[src/rtl/traffic_gen.sv]
// traffic_gen: scrolling 16x16 obstacle grid for the road game.
// Each enabled row is a lane of 2-pixel cars fed from a Galois LFSR.
// Even lanes scroll +x and odd lanes scroll -x. Lanes with y[1]=1 move
// at half speed. freeze stalls everything; clear blanks the road but
// keeps the LFSR running sequence.
// Optional feature macro TRAFFIC_SPEEDUP_EN: adds a 2-bit `level` input
// that divides the scroll period by 2^level (minimum period 2 cycles).
module traffic_gen #(
    parameter logic [24:0] TICK_DIV  = 25'd12500000,
    parameter logic [15:0] LANE_MASK = 16'h7E7E,
    parameter logic [15:0] LFSR_SEED = 16'hACE1
) (
    input  logic              clk,
    input  logic              reset,
    input  logic              freeze,
    input  logic              clear,
`ifdef TRAFFIC_SPEEDUP_EN
    input  logic [1:0]        level,
`endif
    output logic [15:0][15:0] RedPixels,
    output logic              step
);

    // An all-zero seed would lock the LFSR, so it is replaced by 1.
    localparam logic [15:0] SEED_EFF = (LFSR_SEED == 16'h0000) ? 16'h0001 : LFSR_SEED;
    localparam logic [24:0] TC_FULL  = TICK_DIV - 25'd1;

    logic [24:0] tick_cnt;
    logic [24:0] tick_tc;
    logic        tick_now;
    logic        parity;
    logic [15:0] lfsr;
    logic [15:0] lfsr_nxt;

`ifdef TRAFFIC_SPEEDUP_EN
    logic [24:0] div_shift;
    logic [24:0] level_tc;

    // Terminal count for the requested speed level, floored at 1.
    always_comb begin
        div_shift = TICK_DIV >> level;
        level_tc  = (div_shift < 25'd3) ? 25'd1 : (div_shift - 25'd1);
    end

    // Period is latched at each wrap so a level change never cuts a period short.
    always_ff @(posedge clk or negedge reset) begin
        if (!reset) begin
            tick_tc <= TC_FULL;
        end else if (clear || tick_now) begin
            tick_tc <= level_tc;
        end
    end
`else
    assign tick_tc = TC_FULL;
`endif

    assign tick_now = !freeze && (tick_cnt == tick_tc);
    assign lfsr_nxt = {1'b0, lfsr[15:1]} ^ (lfsr[0] ? 16'hB400 : 16'h0000);

    // Tick counter, half-speed parity, LFSR and step pulse.
    always_ff @(posedge clk or negedge reset) begin
        if (!reset) begin
            tick_cnt <= '0;
            parity   <= 1'b0;
            lfsr     <= SEED_EFF;
            step     <= 1'b0;
        end else if (clear) begin
            tick_cnt <= '0;
            parity   <= 1'b0;
            step     <= 1'b0;
        end else begin
            step <= tick_now;
            if (tick_now) begin
                tick_cnt <= '0;
                parity   <= ~parity;
                lfsr     <= lfsr_nxt;
            end else if (!freeze) begin
                tick_cnt <= tick_cnt + 25'd1;
            end
        end
    end

    for (genvar gy = 0; gy < 16; gy++) begin : g_lane
        logic [15:0] row_q;

        if (LANE_MASK[gy]) begin : g_on
            localparam bit SLOW    = ((gy / 2) % 2) == 1;
            localparam bit DIR_NEG = (gy % 2) == 1;

            logic [1:0] cnt_q;
            logic [1:0] cnt_n;
            logic       entry;
            logic       shift_en;

            // Slow lanes move on the tick where parity is 1 before it toggles.
            assign shift_en = tick_now && (!SLOW || parity);

            // Car shaper: a fresh LFSR hit emits head, tail, then two forced gap pixels.
            always_comb begin
                entry = 1'b0;
                cnt_n = cnt_q;
                case (cnt_q)
                    2'd0: begin
                        entry = lfsr[gy];
                        cnt_n = lfsr[gy] ? 2'd3 : 2'd0;
                    end
                    2'd3: begin
                        entry = 1'b1;
                        cnt_n = 2'd2;
                    end
                    2'd2: cnt_n = 2'd1;
                    default: cnt_n = 2'd0;
                endcase
            end

            // Lane pixels scroll toward the lane's exit edge on each shift.
            always_ff @(posedge clk or negedge reset) begin
                if (!reset) begin
                    row_q <= '0;
                    cnt_q <= 2'd0;
                end else if (clear) begin
                    row_q <= '0;
                    cnt_q <= 2'd0;
                end else if (shift_en) begin
                    cnt_q <= cnt_n;
                    if (DIR_NEG) begin
                        row_q <= {entry, row_q[15:1]};
                    end else begin
                        row_q <= {row_q[14:0], entry};
                    end
                end
            end
        end else begin : g_off
            assign row_q = '0;
        end

        for (genvar gx = 0; gx < 16; gx++) begin : g_px
            assign RedPixels[gx][gy] = row_q[gx];
        end
    end

endmodule

[config.mk]
export PLATFORM = sky130hd
export DESIGN_NAME = traffic_gen
export DESIGN_NICKNAME = d
export VERILOG_FILES = /design/src/rtl/traffic_gen.sv
export SDC_FILE = /design/constraint.sdc
export NUM_CORES = 1
export LEC_CHECK = 0
export ABC_AREA = 1
export CORE_ASPECT_RATIO = 0.8
export CORE_MARGIN = 3
export CORE_UTILIZATION = 47
export CTS_CLUSTER_DIAMETER = 60
export DETAILED_ROUTE_END_ITERATION = 16
export PLACE_DENSITY = 0.74
export SETUP_SLACK_MARGIN = 0.2
export SYNTH_ARGS = -nofsm -noshare
export SYNTH_HDL_FRONTEND = slang
export SYNTH_SLANG_ARGS = --single-unit
[constraint.sdc]
create_clock -name clk -period 1.6 [get_ports clk]
set_input_delay 0.32 -clock clk [delete_from_list [all_inputs] [get_ports clk]]
set_output_delay 0.32 -clock clk [all_outputs]
set_load 0.01 [all_outputs]
# ---- After elaboration in Yosys (flattened, before gate mapping)
# Cells that the tools add are included.
dict set report op_classes {
  n_reduce_logical 18
  bitwise_logic 3
  n_mux 91
  add_sub_neg 1
  eq_ne 26
}
# operator n
set ops {}
lappend ops {{$mux W16} 25}
lappend ops {{$mux W25} 3}
lappend ops {{$mux W2} 36}
lappend ops {{$pmux W2 S3} 12}
lappend ops {{$eq A2 B2 Y1 const B} 24}
lappend ops {{$add A25 B1 Y25 const B} 1}
lappend ops {{$eq A25 B24 Y1 const B} 1}
lappend ops {{$logic_not A2 Y1} 12}
lappend ops {{$pmux W1 S2} 12}
lappend ops {{$xor A15 B16 Y16} 1}
lappend ops {{$reduce_bool A2 Y1} 2}
lappend ops {{$mux W1} 3}
lappend ops {{$ne A3 B1 Y1 const B} 1}
lappend ops {{$logic_and A1 B1 Y1} 2}
lappend ops {{$not A1 Y1} 2}
lappend ops {{$reduce_and A2 Y1} 1}
lappend ops {{$logic_not A1 Y1} 1}
dict set report totals {
  wordCells 167
  out_inout_bits 257
  reg_bits 259
  in_bits 4
}

# ---- Depth between registers and ports, before layout
# Gate-level depths: netlist of run 1.
dict set report logic_depth {
  word_depth 5
  ltp_mapped 11
  ltp_nobuf 10
}

# ---- Worst setup path after synthesis of run 1
# Ideal clock, no wire load.
dict set report synth_timing {
  path_kind {reg-to-reg}
  start {register tick_cnt[0]}
  end {register tick_cnt[10]}
  slack_ns 0.018
  t_required_ns 1.512
  setup_ns 0.088
  arrival_time_ns 1.494
  path_stages_with_launch 10
  n_path_buf 1
  cell_sequence {dfrtp_1 ha_1 nand3_1 inv_1 nand2_1 nor2_2 nand2_4 nand2_1 buf_2 nor3b_1}
}
dict set report synth_between {
  elab_chain_len 4
  word_cells_on_any_way 7
  classes_between {add/sub (1); eq/ne (2); mux (3); reduce/logical (1)}
}
# element line_no
set synth_rtl {}
lappend synth_rtl {{start, declared} 28} ;# logic [24:0] tick_cnt;
lappend synth_rtl {{start signal, assigned} 78} ;# tick_cnt <= tick_cnt + 25'd1;
lappend synth_rtl {{$add A25 B1 Y25 / $eq A25 B24 Y1 (equally long branches)} {78, 57}}
lappend synth_rtl {{$mux W25 / $logic_and A1 B1 Y1 (equally long branches)} {77, 57}}
lappend synth_rtl {{$mux W25} 73} ;# if (tick_now) begin
lappend synth_rtl {{$mux W25} 67} ;# end else if (clear) begin
# Several ways; a longest one is shown, not always the timed one. The select of a mux whose other input is x is not followed.
# A chain may end at the register's enable or synchronous reset.

# ---- Worst setup path after layout of run 1
dict set report layout_timing {
  start {register tick_cnt[1]}
  end {register g_lane[4].row_q[13]}
}
dict set report layout_between {
  elab_chain_len 3
}
# element line_no
set layout_rtl {}
lappend layout_rtl {{$eq A25 B24 Y1} 57} ;# assign tick_now = !freeze && (tick_cnt == tick_tc);
lappend layout_rtl {{$logic_and A1 B1 Y1} 57}
lappend layout_rtl {{$reduce_bool A2 Y1 (no source line)} --}
lappend layout_rtl {{end signal, assigned} 127} ;# row_q <= {entry, row_q[15:1]};
lappend layout_rtl {{end signal, assigned} 129} ;# row_q <= {row_q[14:0], entry};
lappend layout_rtl {{end, declared} 84} ;# logic [15:0] row_q;
# No other way between the ends.

==> flow_metrics.tcl, run 1 <==
set metrics [dict create \
    status "finished with violations" \
    violations "setup timing" \
    intPower_uw 11400 \
    ys_ff_latch 259 \
    fp.dieH_microns 151 \
    drtPass1Iterations 5 \
    crit_start "tick_cnt[1]" \
    pwr-share-clk 0.494 \
    holdWs_ns 0.305 \
    p_per_area_nw_per_um2 787 \
    drt_iter0_drc 1219 \
    rows 52 \
    setup_slack_ns -0.340 \
    fin_tns_setup_ns -39.02 \
    cp_num_cells 11 \
    p_leak_uw 0.0107 \
    synth_edf_count 0 \
    synth_cell_types 32 \
    path_cells "ha_4 > nand3_4 > buf_6 > nor2_4 > nand2_2 > nor2_4 > nor2_4 > clkbuf_16 > clkbuf_16 > nand2_2 > o21ai_1" \
    ys_async_sr_fraction 1.00 \
    synthFlopType "dfrtp_1" \
    syn_to_final_growth_pct 50.0 \
    finalWeightedCongestion 0.902 \
    cp_common_cell "nor2_4" \
    io_pins 261 \
    hold_viol_final 0 \
    coreArea_sq_um 25600 \
    dieArea_sq_um 28500 \
    grt_max_degree 64 \
    final_antenna_net_count 0 \
    endpoint "g_lane[4].row_q[13]" \
    crit_type "register to register" \
    setup_viol_count_final 256 \
    vias 11985 \
    synth_area_sq_um 12400 \
    synth_area_per_cell_sq_um 8.34 \
    min_period_over_period 1.21 \
    routed_wl_microns 42500 \
    cts_inserted_buffers 26 \
    cts_tree "built" \
    drive_above_1_share 0.416 \
    avgViaCountPerCell 5.24 \
    dp_cells 2058 \
    start_kind "register" \
    numPortBuffers 196 \
    fin_crit_ns 1.94 \
    fillers 1633 \
    reg2reg_depth 11 \
    overflow 0 \
    crit_path_end_kind "register" \
    drv_slew 0 \
    final_core_util 0.728 \
    fin_skew_ns 0.0350 \
    remaining_drc_errors 0 \
    cp_max_fo 7 \
    nets 1968 \
    placed_area_sq_um 15200 \
    cp_top_family "simple AND/OR/NAND/NOR gates" \
    grt_pass1_vias 11011 \
    reg2reg_from "tick_cnt[1]" \
    reg2reg_slack_ns -0.34 \
    worst-path-buf-inv 3 \
    grt_antenna_before_repair 0 \
    die_x_microns 188 \
    synth_cells 1491 \
    clk_latency_ns 0.56 \
    cts_max_level 1 \
    fin_cells 2286 \
    cpPeakStageDelay_ns 0.40 \
    vdd_ir_drop_max_mv 0.657 \
    multi_input_area_sq_um 6010 \
    cp.arrival_ns 2.38 \
    yosysTopAreaCell "dfrtp_1" \
    regArea_sq_um 6490 \
    grt_usage 0.239 \
    crit_path_top_delay_cell "dfrtp_1" \
    grt_first_pass_wirelength_microns 56300 \
    rsz0062_at_grt "yes" \
    synth_warnings 0 \
    cts.sinks 259 \
    drv_cap 0 \
    synthTopCellsByArea "dfrtp_1, nand2_1, nand3_1" \
    fin_area_sq_um 18700 \
    hpwl_microns 20900 \
    seq_area_frac_synth 0.522 \
    clockBufferDepth 3 \
    synth_commonest_cells "nand2_1, dfrtp_1, nand3_1, inv_1, nor2_1" \
    power.share.sequential 0.449 \
    min_path_type "primary input to async pin" \
    r2r_end "g_lane[4].row_q[13]" \
    initial_core_util 0.485 \
    p_sw_uw 3330 \
    antenna_cells 0 \
    netlist.area_leader.share 0.505 \
    switching_share 0.227 \
    wl_per_cell_microns 18.6 \
    cp.required_ns 2.04 \
    fmax_ghz 0.516 \
    clk_pin_slew_ns 0.07 \
    yosysMostFrequentCell "nand2_1" \
    cts_root_buf "clkbuf_16" \
    p_comb_frac 0.057 \
]
## repair_timing
item / 4_1_cts / 5_1_grt
cloned: 11 / 18
pin swaps: 22 / 50
setup buffers: 144 / 6
gates resized for setup: 900 / 303
hold endpoints to repair: 39 / 0
hold buffers: 1 / 0
setup endpoints to repair: 452 / 430
## sequential cells by signal (all words and copies together), names as in the netlist
signal,flops
parity,1
lfsr,16
g_lane.row_q,192
step,1
tick_cnt,25
g_lane.g_on.cnt_q,24
## final cells by class
| type | instances | share of cell area |
|---|---|---|
| multi-input combinational | 1024 | 0.322 |
| clock inverter | 16 | 0.0165 |
| tap | 351 | 0.0235 |
| sequential | 259 | 0.348 |
| timing repair buffer | 465 | 0.223 |
| clock buffer | 32 | 0.0382 |
| inverter | 139 | 0.0284 |
## cells by family (layout without fill, tap and decap cells)
family                     after synthesis  count (layout)  synth area share
xor gates and xnor gates                 9               9           0.00634
DFF                                    259             259             0.522
AOI/OAI and AO/OA                      113             113            0.0486
buffers and inverters                  271             652             0.113
other                                    1              64          0.000302
adders and majority gates               49              49            0.0493
and+or+nand+nor                        789             789             0.261
## worst min path at each step
stage | end | slack (ns) | cells after the start
finish | g_lane[3].row_q[1] | 0.31 | 2
global route | g_lane[3].row_q[1] | 0.34 | 2
CTS | g_lane[6].row_q[15] | 0.33 | 2
detailed placement | g_lane[3].row_q[1] | 0.29 | 1
global placement | g_lane[3].row_q[1] | 0.29 | 1
floorplan | g_lane[10].g_on.cnt_q[0] | 0.02 | 0
## layout by cell type, fill, tap and decap left out, types with 64 or more instances in the layout
master and n:
nand3_1 126, inv_1 131, buf_2 174, nand2_4 70, nor2_1 80, nand2_2 119
dfrtp_1 251, conb_1 64, nand2_1 328, buf_4 188
## metrics by stage
stage / total power (uW) / worst slack [ns]
2_1_floorplan: 7090 / 0.0639
3_3_place_gp: 7290 / -0.508
3_5_place_dp: 7300 / -0.561
4_1_cts: 14500 / -0.166
5_1_grt: 15100 / -0.371
6_report: 14700 / -0.340
## layer usage
metal  global-route usage  wire length (microns)  up-vias
met1                0.318                  16500     5884
met4               0.0652                   1550        0
met5                    0                      0        -
met2                0.410                  21100      596
li1                     -                      -     5377
met3               0.0400                   3300      128
## worst reg2reg max path, delay by kind of cell, from the launching register on
kind | cells | cell delay, ns
AOI/OAI and AO/OA | 1 | 0.16
DFF | 1 | 0.40
adders and majority gates | 1 | 0.18
and+or+nand+nor | 6 | 0.55
buffers and inverters | 3 | 0.56
## power by group through the flow
stage / Clock [uW] / Combinational, uW / Sequential, uW
floorplan: 0 / 385 / 6710
global placement: 0 / 592 / 6700
detailed placement: 0 / 598 / 6700
CTS: 7250 / 666 / 6590
global route: 7580 / 906 / 6590
finish: 7260 / 836 / 6590
No activity file was read; power rests on OpenSTA's default activity.
==> run 2: changes to the inputs <==
Settings changed: CORE_UTILIZATION 47 to 52, MAX_ROUTING_LAYER set to met4, PLACE_DENSITY 0.74 to 0.78.
Clock period 1.6 ns to 2 ns, I/O delays scaled along.
==> run 2 against run 1 <==
  * The run now ends clean
  * Via count decreased by 10%
  * First-iteration DRC count fell by 17%
  * Maximum frequency increased by 1.2%
  * Sequential share of layout area rose by 4.0 points
  * Sequential power fell by 20%
  * Clock skew is 0.014 ns lower
  * Setup slack better by 0.42 ns
  * Wire length fell by 21%
  * Sequential cell count did not move
  * Register-to-register slack improved by 0.42 ns
  * Critical path type unchanged
  * Critical endpoint is now g_lane[4].row_q[5]
==> flow_metrics.tcl, run 2 (synthesis gave the netlist of run 1 again) <==
set metrics [dict create \
    grt_usage 0.246 \
    io_pins 261 \
    r2r_end "g_lane[4].row_q[5]" \
    crit_start "tick_cnt[0]" \
    largest_reg_flops 192 \
    fin_crit_ns 1.92 \
    worst-path-buf-inv 4 \
    clk_latency_ns 0.55 \
    final_cell_mix "nand2_1, dfrtp_1, dlygate4sd2_1, nand3_1, inv_1" \
    initial_core_util 0.541 \
    fp.dieH_microns 144 \
    min_period_over_period 0.958 \
    p_per_area_nw_per_um2 663 \
    final_core_util 0.728 \
    coreArea_sq_um 23000 \
    hold_viol_final 0 \
    maxSlewHeadroom 0.637 \
    reg2reg_depth 12 \
    finalWeightedCongestion 0.844 \
    endpoint "g_lane[4].row_q[5]" \
    fillers 1678 \
    routed_wl_microns 33700 \
    cts_max_level 1 \
    avgViaCountPerCell 5.18 \
    min_path_type "primary input to async pin" \
    antenna_cells 0 \
    cp.required_ns 2.43 \
    top_register "g_lane.row_q" \
    rsz0062_at_grt "yes" \
    cp_num_cells 12 \
    crit_path_top_delay_cell "dfrtp_1" \
    reg2reg_slack_ns 0.08 \
    cts.sinks 259 \
    clockBufferDepth 3 \
    crit_path_end_kind "register" \
    dieArea_sq_um 25800 \
    fin_skew_ns 0.0210 \
    start_kind "register" \
    remaining_drc_errors 0 \
    numPortBuffers 196 \
    nets 1799 \
    layout_commonest_cell "nand2_1" \
    cp_top_family "buffers and inverters" \
    syn_to_final_growth_pct 34.6 \
    hpwl_microns 20100 \
    drive_above_1_share 0.138 \
    drv_slew 0 \
    final_antenna_net_count 0 \
    reg_top3 "g_lane.row_q x192, tick_cnt x25, g_lane.g_on.cnt_q x24" \
    fin_cells 2072 \
    cpPeakStageDelay_ns 0.41 \
    rows 49 \
    p_leak_uw 0.00946 \
    grt_first_pass_wirelength_microns 50700 \
    drv_cap 0 \
    vdd_ir_drop_max_mv 0.621 \
    die_x_microns 179 \
    fmax_ghz 0.522 \
    setup_slack_ns 0.0836 \
    clk_pin_slew_ns 0.07 \
    path_cells "ha_4 > nand3_4 > buf_6 > nor2_4 > nand2_1 > nor2_2 > buf_4 > nor2_4 > buf_12 > buf_4 > nand2_1 > o21ai_0" \
    reg2reg_from "tick_cnt[0]" \
    cts_tree "built" \
    wl_per_cell_microns 16.3 \
    cts_inserted_buffers 27 \
    dp_cells 1973 \
    status "finished clean" \
    worst_slew_pin_slew_ns 0.544 \
    grt_max_degree 119 \
    grt_pass1_vias 9940 \
    cts_root_buf "clkbuf_16" \
    cp_max_fo 9 \
    overflow 0 \
    vias 10727 \
    power_uw 11100 \
    dp_slack_ns -0.178 \
    grt_antenna_before_repair 0 \
    setup_viol_count_final 0 \
    drtPass1Iterations 7 \
    crit_type "register to register" \
    cp.arrival_ns 2.34 \
    drt_iter0_drc 1010 \
]
[run 2: cell count changes in the layout (fill, tap and decap cells not counted), sizes merged]
cell	previous run	this run
clkinv	6	5
clkinvlp	2	0
dlygate4sd2	2	192
dlymetal6s2s	0	1
bufinv	8	3
inv	139	140
clkbuf	46	53
clkdlybuf4s15	1	0
buf	446	87
[run 2: power breakdown]
part / internal (uW) / total [uW] / switching (uW)
clock: 3120 / 5260 / 2150
sequential: 5260 / 5280 / 21.6
combinational: 179 / 549 / 370
total: 8550 / 11100 / 2540
[run 2: through the flow]
stage,hold WS [ns],setup TNS [ns],instance area [sq um]
global route,0.352,-0.0147,16700
CTS,0.322,0,15900
finish,0.329,0,16700
detailed placement,0.305,-23.39,14800
global placement,0.305,-16.60,14800
floorplan,0.104,0,12700
[run 2: metal layers]
layer	part of all wire	GRT usage	vias up
met4	0.020	0.0570	0
met5	0	-	-
met1	0.42	0.332	5210
met2	0.49	0.400	401
li1	-	-	5045
met3	0.064	0.0367	71
[run 2: worst register-to-register path, cell delays in order (launching register included)]
cell and delay [ns]:
dfrtp_1 0.41, ha_4 0.17, nand3_4 0.12, buf_6 0.15, nor2_4 0.06, nand2_1 0.06
nor2_2 0.14, buf_4 0.14, nor2_4 0.05, buf_12 0.17, buf_4 0.16, nand2_1 0.07
o21ai_0 0.10
[run 2: cell type report]
type / count / area [sq um] / share of cell area
flip-flops and latches: 259 / 6490 / 0.388
multi-input cells: 1024 / 5170 / 0.309
repair buffers: 295 / 3230 / 0.193
well taps: 306 / 383 / 0.0229
clock buffers: 40 / 785 / 0.0469
clock inverters: 9 / 143 / 0.00852
inverters: 139 / 527 / 0.0315
[run 2: how the worst min path moves through the flow]
| stage | to | slack (ns) | depth (start not counted) |
|---|---|---|---|
| detailed placement | g_lane[13].row_q[1] | 0.31 | 1 |
| floorplan | g_lane[10].g_on.cnt_q[0] | 0.10 | 0 |
| CTS | g_lane[13].row_q[1] | 0.32 | 2 |
| finish | g_lane[13].row_q[0] | 0.33 | 2 |
| global placement | g_lane[13].row_q[0] | 0.31 | 1 |
| global route | g_lane[13].row_q[0] | 0.35 | 2 |
[run 2: what timing repair did]
item                                   in CTS  in global routing
setup endpoints to repair                 416                233
gates cloned                                7                 15
hold buffers                                1                  0
gates resized for setup                   215                104
endpoints found under the hold margin      31                  0
pin swaps                                   5                 41
buffers inserted                           17                 10
==> run 3: changes to the inputs <==
Settings changed: CTS_CLUSTER_DIAMETER 60 to not set, GPL_ROUTABILITY_DRIVEN set to 0.
==> run 3 against run 2 <==
  * Global-route usage is 1.6 points lower
  * Power is 4.7% lower
  * Wire length is 8.5% lower
  * Register-to-register slack better by 0.04 ns
  * Critical path depth stayed put
  * Via count is 2.5% lower
  * Setup slack better by 0.043 ns
  * Sequential cell count stayed put
  * Maximum frequency is 2.3% higher
  * Clock skew is 0.0057 ns lower
  * Critical path type unchanged
  * Critical endpoint is now g_lane[10].row_q[2]
  * Largest power group unchanged
==> flow_metrics.tcl, run 3 (synthesis gave the netlist of run 1 again) <==
set metrics [dict create \
    remaining_drc_errors 0 \
    fin_skew_ns 0.0153 \
    path_cells "ha_4 > nand3_4 > inv_4 > nand2_4 > nor2_4 > nand2_4 > buf_12 > nor2_8 > buf_12 > clkbuf_16 > nand3_1 > nand2_1" \
    avgViaCountPerCell 5.12 \
    grt_max_degree 69 \
    clk_latency_ns 0.54 \
    cts.sinks 259 \
    top_register "g_lane.row_q" \
    wl_per_cell_microns 15.1 \
    final_antenna_net_count 0 \
    reg2reg_depth 12 \
    hold_viol_final 0 \
    min_path_type "primary input to async pin" \
    vdd_ir_drop_max_mv 0.526 \
    crit_type "register to register" \
    io_pins 261 \
    layout_commonest_cell "nand2_1" \
    fin_area_sq_um 16000 \
    cp_max_fo 13 \
    drv_cap 0 \
    rows 49 \
    vias 10458 \
    crit_path_top_delay_cell "dfrtp_1" \
    reg_top3 "g_lane.row_q x192, tick_cnt x25, g_lane.g_on.cnt_q x24" \
    largest_reg_flops 192 \
    holdWs_ns 0.358 \
    numPortBuffers 196 \
    cp.required_ns 2.47 \
    dieArea_sq_um 25800 \
    dp_slack_ns -0.199 \
    grt_antenna_before_repair 0 \
    grt_first_pass_wirelength_microns 47800 \
    cpPeakStageDelay_ns 0.41 \
    p_per_area_nw_per_um2 662 \
    r2r_end "g_lane[10].row_q[2]" \
    antenna_cells 0 \
    drtPass1Iterations 6 \
    nets 1772 \
    die_x_microns 179 \
    drv_slew 0 \
    grt_pass1_vias 9711 \
    grt_usage 0.230 \
    rsz0062_at_grt "yes" \
    drt_iter0_drc 905 \
    start_kind "register" \
    power_uw 10600 \
    crit_path_end_kind "register" \
    fin_tns_setup_ns 0 \
    reg2reg_from "tick_cnt[1]" \
    fp.dieH_microns 144 \
    min_period_over_period 0.937 \
    initial_core_util 0.541 \
    cts_root_buf "clkbuf_16" \
    routed_wl_microns 30800 \
    p_leak_uw 0.00907 \
    fmax_ghz 0.534 \
    clk_pin_slew_ns 0.06 \
    overflow 0 \
    final_cell_mix "nand2_1, dfrtp_1, dlygate4sd2_1, nand3_1, inv_1" \
    cts_inserted_buffers 26 \
    status "finished clean" \
    fin_crit_ns 1.87 \
    reg2reg_slack_ns 0.13 \
    cts_max_level 1 \
    clockBufferDepth 3 \
    setup_slack_ns 0.126 \
    coreArea_sq_um 23000 \
    cts_tree "built" \
    setup_viol_count_final 0 \
    placed_area_sq_um 14800 \
    syn_to_final_growth_pct 28.4 \
    cp.arrival_ns 2.34 \
    hpwl_microns 20100 \
    drive_above_1_share 0.104 \
]
==> run 3: cell count changes in the layout (fill, tap and decap cells not counted), sizes merged <==
cell | previous run | this run
clkinvlp | 0 | 1
buf | 87 | 66
dlygate4sd2 | 192 | 193
dlymetal6s2s | 1 | 0
clkbuf | 53 | 50
bufinv | 3 | 1
inv | 140 | 138
clkinv | 5 | 4
==> run 3: repair_timing <==
item,in CTS,in global routing
cloned,0,9
gates resized for setup,197,57
hold buffers,1,0
setup buffers,2,15
hold endpoints to repair,39,0
setup endpoints to repair,313,236
pin swaps,1,8
==> run 3: layout make-up <==
type	count	area (sq um)
fill	1804	7030
tap	306	383
clock buffer	42	791
clock inverter	5	65.1
sequential	259	6490
timing repair buffer	269	2760
multi-input combinational	1024	4940
inverter	139	531
==> run 3: critical path, delay by kind of cell, from the launching register on <==
family | cells | cell delay (ns)
AND/OR/NAND/NOR | 7 | 0.69
buffers and inverters | 4 | 0.53
flip-flops | 1 | 0.41
adder cells (fa/ha/maj) | 1 | 0.18
==> run 3: report_power, final <==
part | internal [uW] | switching, uW | leakage, uW
registers | 5260 | 22.1 | 0.00359
logic | 107 | 328 | 0.00506
clock network | 2830 | 2030 | 0.000420
total | 8190 | 2380 | 0.00907
==> run 3: stage by stage <==
stage          cells  utilization
2_1_floorplan   1554            -
3_3_place_gp    1970        0.642
3_5_place_dp    1970        0.642
4_1_cts         2020        0.671
5_1_grt         2044        0.694
6_report        2044        0.694
==> run 3: routing by layer <==
| layer | wire, microns | global-route usage | vias up | share of wire |
|---|---|---|---|---|
| met1 | 13300 | 0.314 | 5032 | 0.43 |
| met3 | 2330 | 0.0378 | 65 | 0.075 |
| met5 | 0 | - | - | 0 |
| met4 | 683 | 0.0611 | 0 | 0.022 |
| met2 | 14500 | 0.362 | 388 | 0.47 |
| li1 | - | - | 4973 | - |
==> run 3: worst max-delay path by stage <==
stage,to,startpoint,cells after the start
2_1_floorplan,tick_cnt[10],tick_cnt[0],9
3_3_place_gp,g_lane[1].g_on.cnt_q[1],freeze,12
3_5_place_dp,g_lane[4].g_on.cnt_q[0],freeze,12
4_1_cts,g_lane[4].g_on.cnt_q[0],tick_cnt[1],11
5_1_grt,g_lane[14].g_on.cnt_q[1],tick_cnt[22],12
6_report,g_lane[10].row_q[2],tick_cnt[1],12
